File: src/rtl/mem_wb_stage_if.sv
// Data-cache port seen from the memory stage: request out, hit/load data back.
interface mem_wb_stage_if;
  logic        dmemREN;
  logic        dmemWEN;
  logic [31:0] dmemaddr;
  logic [31:0] dmemstore;
  logic        dhit;
  logic [31:0] dmemload;

  modport master (
    output dmemREN, dmemWEN, dmemaddr, dmemstore,
    input  dhit, dmemload
  );

  modport slave (
    input  dmemREN, dmemWEN, dmemaddr, dmemstore,
    output dhit, dmemload
  );
endinterface

File: src/rtl/mem_wb_stage.sv
// MEM stage: issues the EX/MEM load/store to the data cache, holds it until
// dhit, stalls upstream meanwhile, and registers a fully resolved MEM/WB latch.
module mem_wb_stage #(
  parameter logic [31:0] PC_INC   = 32'd4,
  parameter logic [4:0]  LINK_REG = 5'd31
) (
  input  logic        CLK,
  input  logic        nRST,
  input  logic        validEX,
  input  logic [31:0] instrEX,
  input  logic [31:0] pcEX,
  input  logic [31:0] resultEX,
  input  logic [31:0] rdat2EX,
  input  logic        dRENEX,
  input  logic        dWENEX,
  input  logic        rf_writeEX,
  input  logic        memtoregEX,
  input  logic        reg_dstEX,
  input  logic        j_alEX,
  input  logic        haltEX,
  mem_wb_stage_if.master dmem,
  output logic        stall,
  output logic        validWB,
  output logic        rf_writeWB,
  output logic        haltWB,
  output logic [4:0]  wselWB,
  output logic [31:0] wdatWB,
  output logic [31:0] instrWB,
  output logic [31:0] pcWB
);

  typedef enum logic [1:0] {IDLE, REQ, HALTED} state_t;

  // Access parked while the cache works on it.
  typedef struct packed {
    logic [31:0] instr;
    logic [31:0] pc;
    logic [31:0] addr;
    logic [31:0] store;
    logic        ren;
    logic        wen;
    logic        rfw;
    logic        m2r;
    logic        rdst;
    logic        jal;
  } hold_t;

  typedef struct packed {
    logic        valid;
    logic        rfw;
    logic        halt;
    logic [4:0]  wsel;
    logic [31:0] wdat;
    logic [31:0] instr;
    logic [31:0] pc;
  } wb_t;

  state_t state_q, state_d;
  hold_t  hold_q, hold_d;
  wb_t    wb_q, wb_d;

  // Final register select / data so WB needs no further muxing.
  function automatic wb_t resolve(
    input logic [31:0] instr, input logic [31:0] pc,
    input logic [31:0] result, input logic [31:0] load,
    input logic rfw, input logic m2r, input logic rdst,
    input logic jal, input logic halt
  );
    wb_t w;
    w.valid = 1'b1;
    w.halt  = halt;
    w.instr = instr;
    w.pc    = pc;
    w.wsel  = jal ? LINK_REG : (rdst ? instr[15:11] : instr[20:16]);
    w.wdat  = jal ? (pc + PC_INC) : (m2r ? load : result);
    w.rfw   = rfw & (w.wsel != 5'd0);
    return w;
  endfunction

  // Next-state, hold capture and MEM/WB latch contents.
  always_comb begin
    state_d = state_q;
    hold_d  = hold_q;
    wb_d    = wb_q;
    case (state_q)
      IDLE: begin
        if (!validEX) begin
          wb_d.valid = 1'b0;
          wb_d.rfw   = 1'b0;
          wb_d.halt  = 1'b0;
        end else if (haltEX) begin
          // Memory flags on a halt are deliberately ignored.
          wb_d    = resolve(instrEX, pcEX, resultEX, dmem.dmemload, rf_writeEX,
                            memtoregEX, reg_dstEX, j_alEX, 1'b1);
          state_d = HALTED;
        end else if (dRENEX | dWENEX) begin
          hold_d.instr = instrEX;
          hold_d.pc    = pcEX;
          hold_d.addr  = resultEX;
          hold_d.store = rdat2EX;
          hold_d.ren   = dRENEX;
          hold_d.wen   = dWENEX;
          hold_d.rfw   = rf_writeEX;
          hold_d.m2r   = memtoregEX;
          hold_d.rdst  = reg_dstEX;
          hold_d.jal   = j_alEX;
          wb_d.valid   = 1'b0;
          wb_d.rfw     = 1'b0;
          wb_d.halt    = 1'b0;
          state_d      = REQ;
        end else begin
          wb_d = resolve(instrEX, pcEX, resultEX, dmem.dmemload, rf_writeEX,
                         memtoregEX, reg_dstEX, j_alEX, 1'b0);
        end
      end
      REQ: begin
        if (dmem.dhit) begin
          wb_d    = resolve(hold_q.instr, hold_q.pc, hold_q.addr, dmem.dmemload,
                            hold_q.rfw, hold_q.m2r, hold_q.rdst, hold_q.jal, 1'b0);
          state_d = IDLE;
        end else begin
          wb_d.valid = 1'b0;
          wb_d.rfw   = 1'b0;
        end
      end
      HALTED: begin
        wb_d.valid = 1'b0;
        wb_d.rfw   = 1'b0;
        wb_d.halt  = 1'b1;
      end
      default: state_d = IDLE;
    endcase
  end

  // State, hold and MEM/WB registers; reset discards any held access.
  always_ff @(posedge CLK or negedge nRST) begin
    if (!nRST) begin
      state_q <= IDLE;
      hold_q  <= '0;
      wb_q    <= '0;
    end else begin
      state_q <= state_d;
      hold_q  <= hold_d;
      wb_q    <= wb_d;
    end
  end

  // Cache request straight off the hold registers; a write wins over a read.
  always_comb begin
    dmem.dmemREN   = (state_q == REQ) & hold_q.ren & ~hold_q.wen;
    dmem.dmemWEN   = (state_q == REQ) & hold_q.wen;
    dmem.dmemaddr  = (state_q == REQ) ? hold_q.addr  : 32'd0;
    dmem.dmemstore = (state_q == REQ) ? hold_q.store : 32'd0;
    // Released in the hit cycle so upstream advances on the retiring edge.
    stall = ((state_q == REQ) & ~dmem.dhit) | (state_q == HALTED);
  end

  assign validWB    = wb_q.valid;
  assign rf_writeWB = wb_q.rfw;
  assign haltWB     = wb_q.halt;
  assign wselWB     = wb_q.wsel;
  assign wdatWB     = wb_q.wdat;
  assign instrWB    = wb_q.instr;
  assign pcWB       = wb_q.pc;

endmodule
File: src/flat_wrapper.sv
// flat-port wrapper written by rule: the top's interface ports become plain ports
module mem_wb_stage_flat 
#(
  parameter logic [31:0] PC_INC   = 32'd4,
  parameter logic [4:0]  LINK_REG = 5'd31
)
  (CLK, nRST, validEX, instrEX, pcEX, resultEX, rdat2EX, dRENEX, dWENEX, rf_writeEX, memtoregEX, reg_dstEX, j_alEX, haltEX, stall, validWB, rf_writeWB, haltWB, wselWB, wdatWB, instrWB, pcWB, dmem_dmemREN, dmem_dmemWEN, dmem_dmemaddr, dmem_dmemstore, dmem_dhit, dmem_dmemload);
  mem_wb_stage_if dmem_i ();
  input  logic CLK;
  input  logic nRST;
  input  logic validEX;
  input  logic [31:0] instrEX;
  input  logic [31:0] pcEX;
  input  logic [31:0] resultEX;
  input  logic [31:0] rdat2EX;
  input  logic dRENEX;
  input  logic dWENEX;
  input  logic rf_writeEX;
  input  logic memtoregEX;
  input  logic reg_dstEX;
  input  logic j_alEX;
  input  logic haltEX;
  output logic stall;
  output logic validWB;
  output logic rf_writeWB;
  output logic haltWB;
  output logic [4:0] wselWB;
  output logic [31:0] wdatWB;
  output logic [31:0] instrWB;
  output logic [31:0] pcWB;
  output wire logic [$bits(dmem_i.dmemREN)-1:0] dmem_dmemREN;
  output wire logic [$bits(dmem_i.dmemWEN)-1:0] dmem_dmemWEN;
  output wire logic [$bits(dmem_i.dmemaddr)-1:0] dmem_dmemaddr;
  output wire logic [$bits(dmem_i.dmemstore)-1:0] dmem_dmemstore;
  input wire logic [$bits(dmem_i.dhit)-1:0] dmem_dhit;
  input wire logic [$bits(dmem_i.dmemload)-1:0] dmem_dmemload;
  assign dmem_dmemREN = dmem_i.dmemREN;
  assign dmem_dmemWEN = dmem_i.dmemWEN;
  assign dmem_dmemaddr = dmem_i.dmemaddr;
  assign dmem_dmemstore = dmem_i.dmemstore;
  assign dmem_i.dhit = dmem_dhit;
  assign dmem_i.dmemload = dmem_dmemload;
  mem_wb_stage #(.PC_INC(PC_INC), .LINK_REG(LINK_REG)) u_core (.CLK(CLK), .nRST(nRST), .validEX(validEX), .instrEX(instrEX), .pcEX(pcEX), .resultEX(resultEX), .rdat2EX(rdat2EX), .dRENEX(dRENEX), .dWENEX(dWENEX), .rf_writeEX(rf_writeEX), .memtoregEX(memtoregEX), .reg_dstEX(reg_dstEX), .j_alEX(j_alEX), .haltEX(haltEX), .dmem(dmem_i), .stall(stall), .validWB(validWB), .rf_writeWB(rf_writeWB), .haltWB(haltWB), .wselWB(wselWB), .wdatWB(wdatWB), .instrWB(instrWB), .pcWB(pcWB));
endmodule
File: config.mk
export PLATFORM = sky130hd
export DESIGN_NAME = mem_wb_stage_flat
export DESIGN_NICKNAME = d
export VERILOG_FILES = /design/src/rtl/mem_wb_stage_if.sv /design/src/rtl/mem_wb_stage.sv /design/src/flat_wrapper.sv
export SDC_FILE = /design/constraint.sdc
export NUM_CORES = 1
export LEC_CHECK = 0
export ABC_CLOCK_PERIOD_IN_PS = 3200
export CAP_MARGIN = 10
export CORE_MARGIN = 1
export CORE_UTILIZATION = 49
export CTS_CLUSTER_SIZE = 25
export DETAILED_ROUTE_END_ITERATION = 10
export GPL_TIMING_DRIVEN = 0
export PLACE_DENSITY = 0.78
export SYNTH_ARGS = -nofsm -noshare
export SYNTH_HDL_FRONTEND = slang
export SYNTH_SLANG_ARGS = --single-unit
File: constraint.sdc
create_clock -name CLK -period 3.2 [get_ports CLK]
set_input_delay 0.64 -clock CLK [delete_from_list [all_inputs] [get_ports CLK]]
set_output_delay 0.64 -clock CLK [all_outputs]
set_load 0.05 [all_outputs]
### Yosys cells after proc, flatten, opt, wreduce, memory -nomap -nowiden

Index checks and enable logic that the tools add are counted.

| storage, ports and cells | value |
|---|---|
| register bits | 240 |
| latch bits | 0 |
| RAM bits | 0 |
| bits in read-only memories | 0 |
| input port bits | 171 |
| memories kept | 0 |

| cells by class | value |
|---|---|
| $add $sub $neg | 2 |
| multipliers | 0 |
| divide/modulo/power cells | 0 |
| order comparisons | 0 |
| eq/ne operators | 6 |
| shift operators | 0 |
| muxes and demuxes | 24 |
| bitwise logic cells | 12 |
| reduce and logical (&&, ||, !) cells | 9 |

Operators by type and width:

| kind | count |
|---|---|
| $mux W101 | 2 |
| $pmux W101 S2 | 1 |
| $mux W32 | 6 |
| $mux W104 | 1 |
| $mux W102 | 1 |
| $add A32 B3 Y32 const B | 2 |
| $mux W5 | 4 |
| $reduce_and A4 Y1 | 3 |
| $mux W2 | 5 |
| $reduce_bool A5 Y1 | 2 |
| $pmux W3 S3 | 1 |
| $and A1 B1 Y1 | 6 |
| $mux W3 | 2 |
| $pmux W2 S3 | 1 |
| $ne A2 B2 Y1 const B | 2 |
| $not A1 Y1 | 4 |
| $ne A3 B2 Y1 const B | 1 |
| $ne A3 B3 Y1 const B | 1 |
| $reduce_bool A3 Y1 | 1 |
| $eq A2 B1 Y1 const B | 1 |
| $eq A2 B2 Y1 const B | 1 |
| $logic_not A2 Y1 | 1 |
| $or A1 B1 Y1 | 2 |
| $reduce_and A2 Y1 | 1 |
| $reduce_bool A2 Y1 | 1 |

### Depth between registers and ports, before layout

Gate-level depths: netlist of the first run.

| logic depth | value |
|---|---|
| depth after elaboration | 8 |
| depth in mapped cells | 11 |
| mapped depth without buffers | 8 |

### Least setup slack after synthesis of the first run

No wires, ideal clock.

| timing path | value |
|---|---|
| kind | register to output |
| from | register u_core.state_q[1] |
| to | output port dmem_dmemREN |
| data arrival time | 1.947 ns |
| path slack | 0.613 ns |
| stages on the path, launching flop included | 8 |
| path buffers | 3 |
| cells stage by stage | dfrtp_1 -> inv_1 -> ha_1 -> buf_2 -> clkbuf_1 -> clkbuf_1 -> nand2_1 -> nor2_1 |

| between the ends | value |
|---|---|
| cells in the longest elaborated chain, start to end | 3 |

Ends and longest elaborated chain:

| element | line | text |
|---|---|---|
| from (decl) | mem_wb_stage.sv:58 | `state_t state_q, state_d;` |
| from (signal assigned) | mem_wb_stage.sv:142 | `state_q <= state_d;` |
| $eq A2 B1 Y1 | mem_wb_stage.sv:150 | `dmem.dmemREN = (state_q == REQ) & hold_q.ren & ~hold_q.wen;` |
| $and A1 B1 Y1 (2 in series) | mem_wb_stage.sv:150 |  |
| to (decl) | flat_wrapper.sv:31 | `output wire logic [$bits(dmem_i.dmemREN)-1:0] dmem_dmemREN;` |

Every way passes these cells.

### Final worst setup path of the first run

| timing path | value |
|---|---|
| from | register u_core.state_q[1] |
| to | output port dmem_dmemaddr[1] |

| between the ends | value |
|---|---|
| cells in the longest elaborated chain, start to end | 2 |

Ends and longest elaborated chain:

| element | line | text |
|---|---|---|
| $eq A2 B1 Y1 | mem_wb_stage.sv:152 | `dmem.dmemaddr = (state_q == REQ) ? hold_q.addr : 32'd0;` |
| $mux W32 | mem_wb_stage.sv:152 |  |
| to (decl) | flat_wrapper.sv:33 | `output wire logic [$bits(dmem_i.dmemaddr)-1:0] dmem_dmemaddr;` |

Every way passes these cells.

==> impl_metrics.tcl, run 1 <==
set metrics [dict create \
    status "complete, no violations" \
    syn_inst 1207 \
    fin_crit_ns 3.101 \
    vias 11240 \
    yosysMostFrequentCell "dfrtp_1" \
    ys_ff_latch 240 \
    core-area_mm2 0.02540 \
    wl_per_cell_um 23.32 \
    synth_warnings 0 \
    drv_cap 0 \
    slew_violations 0 \
    fin_ws_ns 0.09910 \
    peakVddDrop_mv 0.7208 \
    clock_latency_ns 0.53 \
    hold_buffers 0 \
    path_cells "inv_1, ha_1, buf_2, clkbuf_8, clkbuf_2, and2_1, clkdlybuf4s15_2" \
    min_path_type "in -> async" \
    die_height_um 163.4 \
    ant_nets 0 \
    grt_remaining_overflow 0 \
    grt_max_degree 102 \
    ctsLongestPathBuffers 3 \
    avgSynthCellArea_um2 10.57 \
    async_flop_share_pct 100.0 \
    finalHoldViolCount 0 \
    h-tree-depth 1 \
    drive_above_1_share_pct 17.90 \
    nNetsFinal 1751 \
    ys_seq_area_share_pct 47.06 \
    grt_pass1_vias 11240 \
    critPathSlowestCell "dfrtp_1" \
    drc 0 \
    p_total_mw 18.58 \
    areaGrowthSynthToFinish_pct 36.55 \
    gp_congestion 0.9121 \
    post-route-period-util_pct 96.90 \
    setup-violations-final 0 \
    detail_route.iter0.violations 961 \
    synth.top_cells.by_count "240 x dfrtp_1, 140 x mux2_2, 115 x nand2_1" \
    rows 58 \
    fin_skew_ns 0.01164 \
    portBuffers 337 \
    initial_core_util_pct 50.25 \
    cts_sinks 240 \
    synth.cell_area_mm2 0.01276 \
    synth_top_area_share_pct 47.06 \
    dp_cells 1876 \
    rsz0062_at_grt "false" \
    routed_wl_mm 44.85 \
    leakage_nw 7.207 \
    slowest_delay_ns 0.44 \
    syn_nets 1384 \
    dp.final_hpwl_mm 33.35 \
    synth_flop_cell "dfrtp_1" \
    endpoint_kind "output pin" \
    synth_edf_count 0 \
    die_area_mm2 0.02669 \
    stdcell_count 1923 \
    postLayoutCellArea_mm2 0.01743 \
    synthTopCellsByArea "dfrtp_1 47%, mux2_2 12%, mux2i_1 8.6%, o21ai_0 4.2%, nand2_1 3.4%" \
    synth_top_cell_by_area "dfrtp_1" \
    avgViaCountPerCell 5.843 \
    worstSetupPathType "reg -> out" \
    worstPathRequired_ns 2.56 \
    dr.pass1.iters 5 \
    worstMarginPinSlew_ns 1.048 \
    pre_cts_ws_ns -0.6659 \
    ios 342 \
    gr-usage-all-layers_pct 33.61 \
    maxSlewHeadroom_pct 30.11 \
    power.density_mw_per_mm2 1066 \
    clkTransAtPathRegs_ns 0.06 \
    arrival_ns 2.46 \
    cp_max_fo 10 \
    die_w_um 163.4 \
    post_cts_buffers 0 \
    fmaxAchievable_ghz 0.3225 \
    clockRootBuffer "clkbuf_16" \
    netlist-cell-type-count 54 \
    antenna_found_initial 1 \
    tritoncts "yes" \
    place_area_mm2 0.01661 \
    grt_first_pass_wirelength_mm 67.46 \
    cts_buffers 26 \
    start_kind "flip-flop" \
]
==> flip-flops by register name (all words and copies together) (netlist names) <==
name / count
u_core.haltWB: 1
u_core.hold_q: 134
u_core.instrWB: 32
u_core.pcWB: 32
u_core.rf_writeWB: 1
u_core.state_q: 2
u_core.validWB: 1
u_core.wdatWB: 32
u_core.wselWB: 5
==> kinds of logic after synthesis <==
family,count (synthesis),share of synthesized area [%]
buffers and inverters,92,2.833
adders and majority gates,6,0.5882
AOI/OAI and AO/OA,232,11.26
muxes,250,20.98
and+or+nand+nor,334,13.64
xor gates and xnor gates,53,3.637
DFF,240,47.06
==> metrics by stage <==
step / TNS, ns / hold WS (ns) / util [%]
3_3_place_gp: -2214.42 / 0.4606 / 65.15
4_1_cts: 0 / 0.1885 / 69.09
3_5_place_dp: -78.81 / 0.4688 / 65.39
5_1_grt: 0 / 0.2190 / 68.60
2_1_floorplan: 0 / 0.3444 / -
6_report: 0 / 0.1603 / 68.61
==> critical path: cells and delay by family (launching register included) <==
| family | cells | cell delay (ns) |
|---|---|---|
| fa+ha+maj | 1 | 0.14 |
| buf+inv | 5 | 1.18 |
| flops | 1 | 0.44 |
| simple gates | 1 | 0.16 |
==> placed cells by master, fill, tap and decap left out, drive strengths merged, types with 4 or more instances in the layout <==
cell type / synthesis / final
clkdlybuf4s50: 0 / 269
nor2: 40 / 40
nor4: 11 / 11
mux2: 140 / 140
inv: 11 / 11
clkbuf: 53 / 91
o21ai: 107 / 107
clkdlybuf4s18: 0 / 4
a211o: 5 / 5
a21oi: 39 / 39
and4: 7 / 7
a211oi: 29 / 29
nand4: 21 / 21
a221oi: 5 / 5
o221ai: 9 / 9
xnor2: 30 / 30
clkdlybuf4s15: 0 / 35
nand2b: 6 / 6
clkinv: 0 / 7
nor3: 8 / 8
and3: 10 / 10
a22oi: 9 / 9
and2: 66 / 66
mux2i: 110 / 110
ha: 6 / 6
nand2: 117 / 117
nor2b: 19 / 19
dfrtp: 240 / 240
a21o: 4 / 4
xor2: 23 / 23
nand3: 25 / 25
buf: 28 / 55
==> power by group <==
part	switching (mW)	internal, mW	leakage, nW
clock	1.24	1.83	0.425
combinational	6.23	3.54	3.90
sequential	1.20	4.55	2.89
total	8.67	9.92	7.21
==> area by class of cell <==
| class | count | area, um^2 |
|---|---|---|
| Fill cell | 2061 | 7973 |
| Multi-Input combinational cell | 875 | 6416 |
| Sequential cell | 240 | 6006 |
| Timing Repair Buffer | 339 | 3342 |
| Clock buffer | 36 | 729.5 |
| Tap cell | 330 | 412.9 |
| Buffer | 81 | 347.8 |
| Clock inverter | 10 | 128.9 |
| Inverter | 11 | 41.29 |
| Antenna cell | 1 | 2.502 |
==> path summary, 6_finish.rpt <==
kind / depth (start not counted) / start / endpoint / slack [ns]
max: 7 / u_core.state_q[1]$_DFFE_PN0P_ / dmem_dmemaddr[1] / 0.1
min: 1 / nRST / u_core.hold_q[9]$_DFFE_PN0P_ / 0.16
max reg2reg: 7 / u_core.state_q[0]$_DFFE_PN0P_ / u_core.hold_q[119]$_DFFE_PN0P_ / 0.15
min reg2reg: 2 / u_core.pcWB[28]$_DFFE_PN0P_ / u_core.pcWB[28]$_DFFE_PN0P_ / 0.48
max in group asynchronous: 2 / nRST / u_core.hold_q[74]$_DFFE_PN0P_ / 2.18
min in group CLK: 2 / u_core.pcWB[28]$_DFFE_PN0P_ / u_core.pcWB[28]$_DFFE_PN0P_ / 0.48
==> repair_timing <==
action                                  in CTS  in global routing
pin swaps                                    0                  0
endpoints found under the setup margin     164                 86
gates resized for setup                    214                 57
==> routing by layer <==
| layer | share of wire (%) | routed length (um) | global-route usage (%) | vias to the layer above |
|---|---|---|---|---|
| met5 | 0 | 0 | 0 | - |
| met4 | 2.9 | 1306 | 10.49 | 0 |
| met3 | 8.0 | 3597 | 6.805 | 77 |
| met2 | 48 | 21400 | 54.85 | 483 |
| met1 | 41 | 18550 | 44.80 | 5590 |
| li1 | - | - | - | 5087 |
(Power assumes the default switching activity.)
==> inputs of run 2 (changes only) <==
--- a/config.mk
+++ b/config.mk
@@ -13,6 +13,7 @@
 export DETAILED_ROUTE_END_ITERATION = 10
 export GPL_TIMING_DRIVEN = 0
 export PLACE_DENSITY = 0.78
+export SLEW_MARGIN = 40
 export SYNTH_ARGS = -nofsm -noshare
 export SYNTH_HDL_FRONTEND = slang
 export SYNTH_SLANG_ARGS = --single-unit
==> run 2 against run 1 <==
Final cell count rose by 0.16%. Clock skew is 0.0027 ns higher. Power is 1.2% higher. Sequential share of layout area down 0.40 points.
==> impl_metrics.tcl, run 2 (synthesis results as in run 1) <==
set metrics [dict create \
    grt_remaining_overflow 0 \
    maxSlewHeadroom_pct 41.34 \
    finalHoldViolCount 0 \
    power.density_mw_per_mm2 1066 \
    critPathSlowestCell "dlygate4sd2_1" \
    clock_latency_ns 0.55 \
    gr-usage-all-layers_pct 33.53 \
    final_common_cell "clkdlybuf4s50_1" \
    dp_cells 1877 \
    status "complete, no violations" \
    grt_max_degree 75 \
    dp.final_hpwl_mm 33.55 \
    vias 11260 \
    detail_route.iter0.violations 811 \
    leakage_nw 7.255 \
    ctsLongestPathBuffers 3 \
    fmaxAchievable_ghz 0.3225 \
    fillers 1980 \
    drv_cap 0 \
    drc 0 \
    hold-path-endpoint "u_core.hold_q[75]$_DFFE_PN0P_" \
    nNetsFinal 1753 \
    slew_violations 0 \
    dr.pass1.iters 7 \
    r2r_end "u_core.hold_q[119]$_DFFE_PN0P_" \
    path_cells "inv_1, ha_1, buf_2, clkbuf_2, and2_1, dlygate4sd2_1" \
    fin_crit_ns 3.101 \
    post-route-period-util_pct 96.89 \
    h-tree-depth 1 \
    rsz0062_at_grt "false" \
    portBuffers 337 \
    start_kind "flip-flop" \
    cts_buffers 26 \
    largest_register "u_core.hold_q" \
    cts_sinks 240 \
    clkTransAtPathRegs_ns 0.06 \
    post_cts_buffers 0 \
    reg2regPathDepth 7 \
    gp_congestion 0.9121 \
    ios 342 \
    worstSetupPathType "reg -> out" \
    drive_above_1_share_pct 18.43 \
    fin_skew_ns 0.01430 \
    tns_ns 0 \
    arrival_ns 2.46 \
    routed_wl_mm 45.04 \
    worstPathRequired_ns 2.56 \
    peakVddDrop_mv 0.7056 \
    worstMarginPinSlew_ns 0.8799 \
    min_from "pcEX[5]" \
    slowest_delay_ns 0.52 \
    initial_core_util_pct 50.25 \
    tritoncts "yes" \
    antenna_found_initial 1 \
    final_cell_mix "269 x clkdlybuf4s50_1, 240 x dfrtp_1, 140 x mux2_2" \
    grt_first_pass_wirelength_mm 67.52 \
    cp_max_fo 10 \
    grt_pass1_vias 11470 \
    holdPathStages 2 \
    stdcell_count 1926 \
    regArea_mm2 0.006006 \
    die_w_um 163.4 \
    min_path_type "in -> reg" \
    avgViaCountPerCell 5.848 \
    areaGrowthSynthToFinish_pct 38.15 \
    multi_input_area_mm2 0.006416 \
    ant_nets 0 \
    endpoint_kind "output pin" \
    die_height_um 163.4 \
    core-area_mm2 0.02540 \
    wl_per_cell_um 23.39 \
    largest_register_ffs 134 \
    clockRootBuffer "clkbuf_16" \
    reg2reg_slack_ns 0.15 \
    die_area_mm2 0.02669 \
    setup-violations-final 0 \
    rr_startpoint "u_core.state_q[0]$_DFFE_PN0P_" \
    rows 58 \
]
## run 2: layer usage
| layer | vias up | GRT usage (%) | part of all wire (%) |
|---|---|---|---|
| met4 | 0 | 13.34 | 3.4 |
| met5 | - | 0 | 0 |
| met1 | 5567 | 43.45 | 40 |
| met3 | 98 | 7.745 | 8.8 |
| li1 | 5070 | - | - |
| met2 | 528 | 54.12 | 47 |
## run 2: area by class of cell
class	instances	area share, %
clock buffers	38	4.343
well taps	330	2.342
diodes	1	0.01419
clock inverters	9	0.9013
flip-flops and latches	240	34.06
multi-input cells	875	36.39
repair buffers	341	19.70
inverters	11	0.2342
plain buffers	81	2.008
## run 2: critical path, delay by kind of cell, from the launching register on
kind	cells	cell delay, ns
adder cells (fa/ha/maj)	1	0.14
buffers and inverters	4	1.14
flip-flops	1	0.44
AND/OR/NAND/NOR	1	0.19
## run 2: power breakdown
group	total, mW	switching (mW)	internal, mW
sequential	5.75	1.20	4.55
clock	3.25	1.28	1.98
combinational	9.80	6.23	3.57
total	18.8	8.70	10.1
## run 2: worst max path at each step
stage	from	endpoint	depth (start not counted)
floorplan	u_core.state_q[1]$_DFFE_PN0P_	dmem_dmemREN	7
global placement	nRST	u_core.pcWB[3]$_DFFE_PN0P_	1
detailed placement	dRENEX	u_core.pcWB[23]$_DFFE_PN0P_	8
finish	u_core.state_q[1]$_DFFE_PN0P_	dmem_dmemstore[1]	6
CTS	u_core.state_q[1]$_DFFE_PN0P_	dmem_dmemaddr[20]	7
global route	u_core.state_q[1]$_DFFE_PN0P_	dmem_dmemaddr[23]	7
## run 2: through the flow
stage                     setup slack (ns)  instance area (um^2)  util (%)  hold slack [ns]  power (mW)
after global routing              0.001265                 17630     69.40           0.4906       19.63
after CTS                          0.02401                 17660     69.52           0.4637       18.79
after global placement              -8.984                 16550     65.15           0.4606       15.31
final                              0.09940                 17630     69.41           0.4767       18.80
after floorplan                     0.6125                 12760         -           0.3444       11.91
after detailed placement           -0.5136                 16650     65.54           0.4698       15.54
## run 2: what timing repair did
item,4_1_cts,5_1_grt
resized for setup,210,19
hold buffers,1,0
setup endpoints to repair,126,42
pin swaps,0,0
hold endpoints to repair,16,0
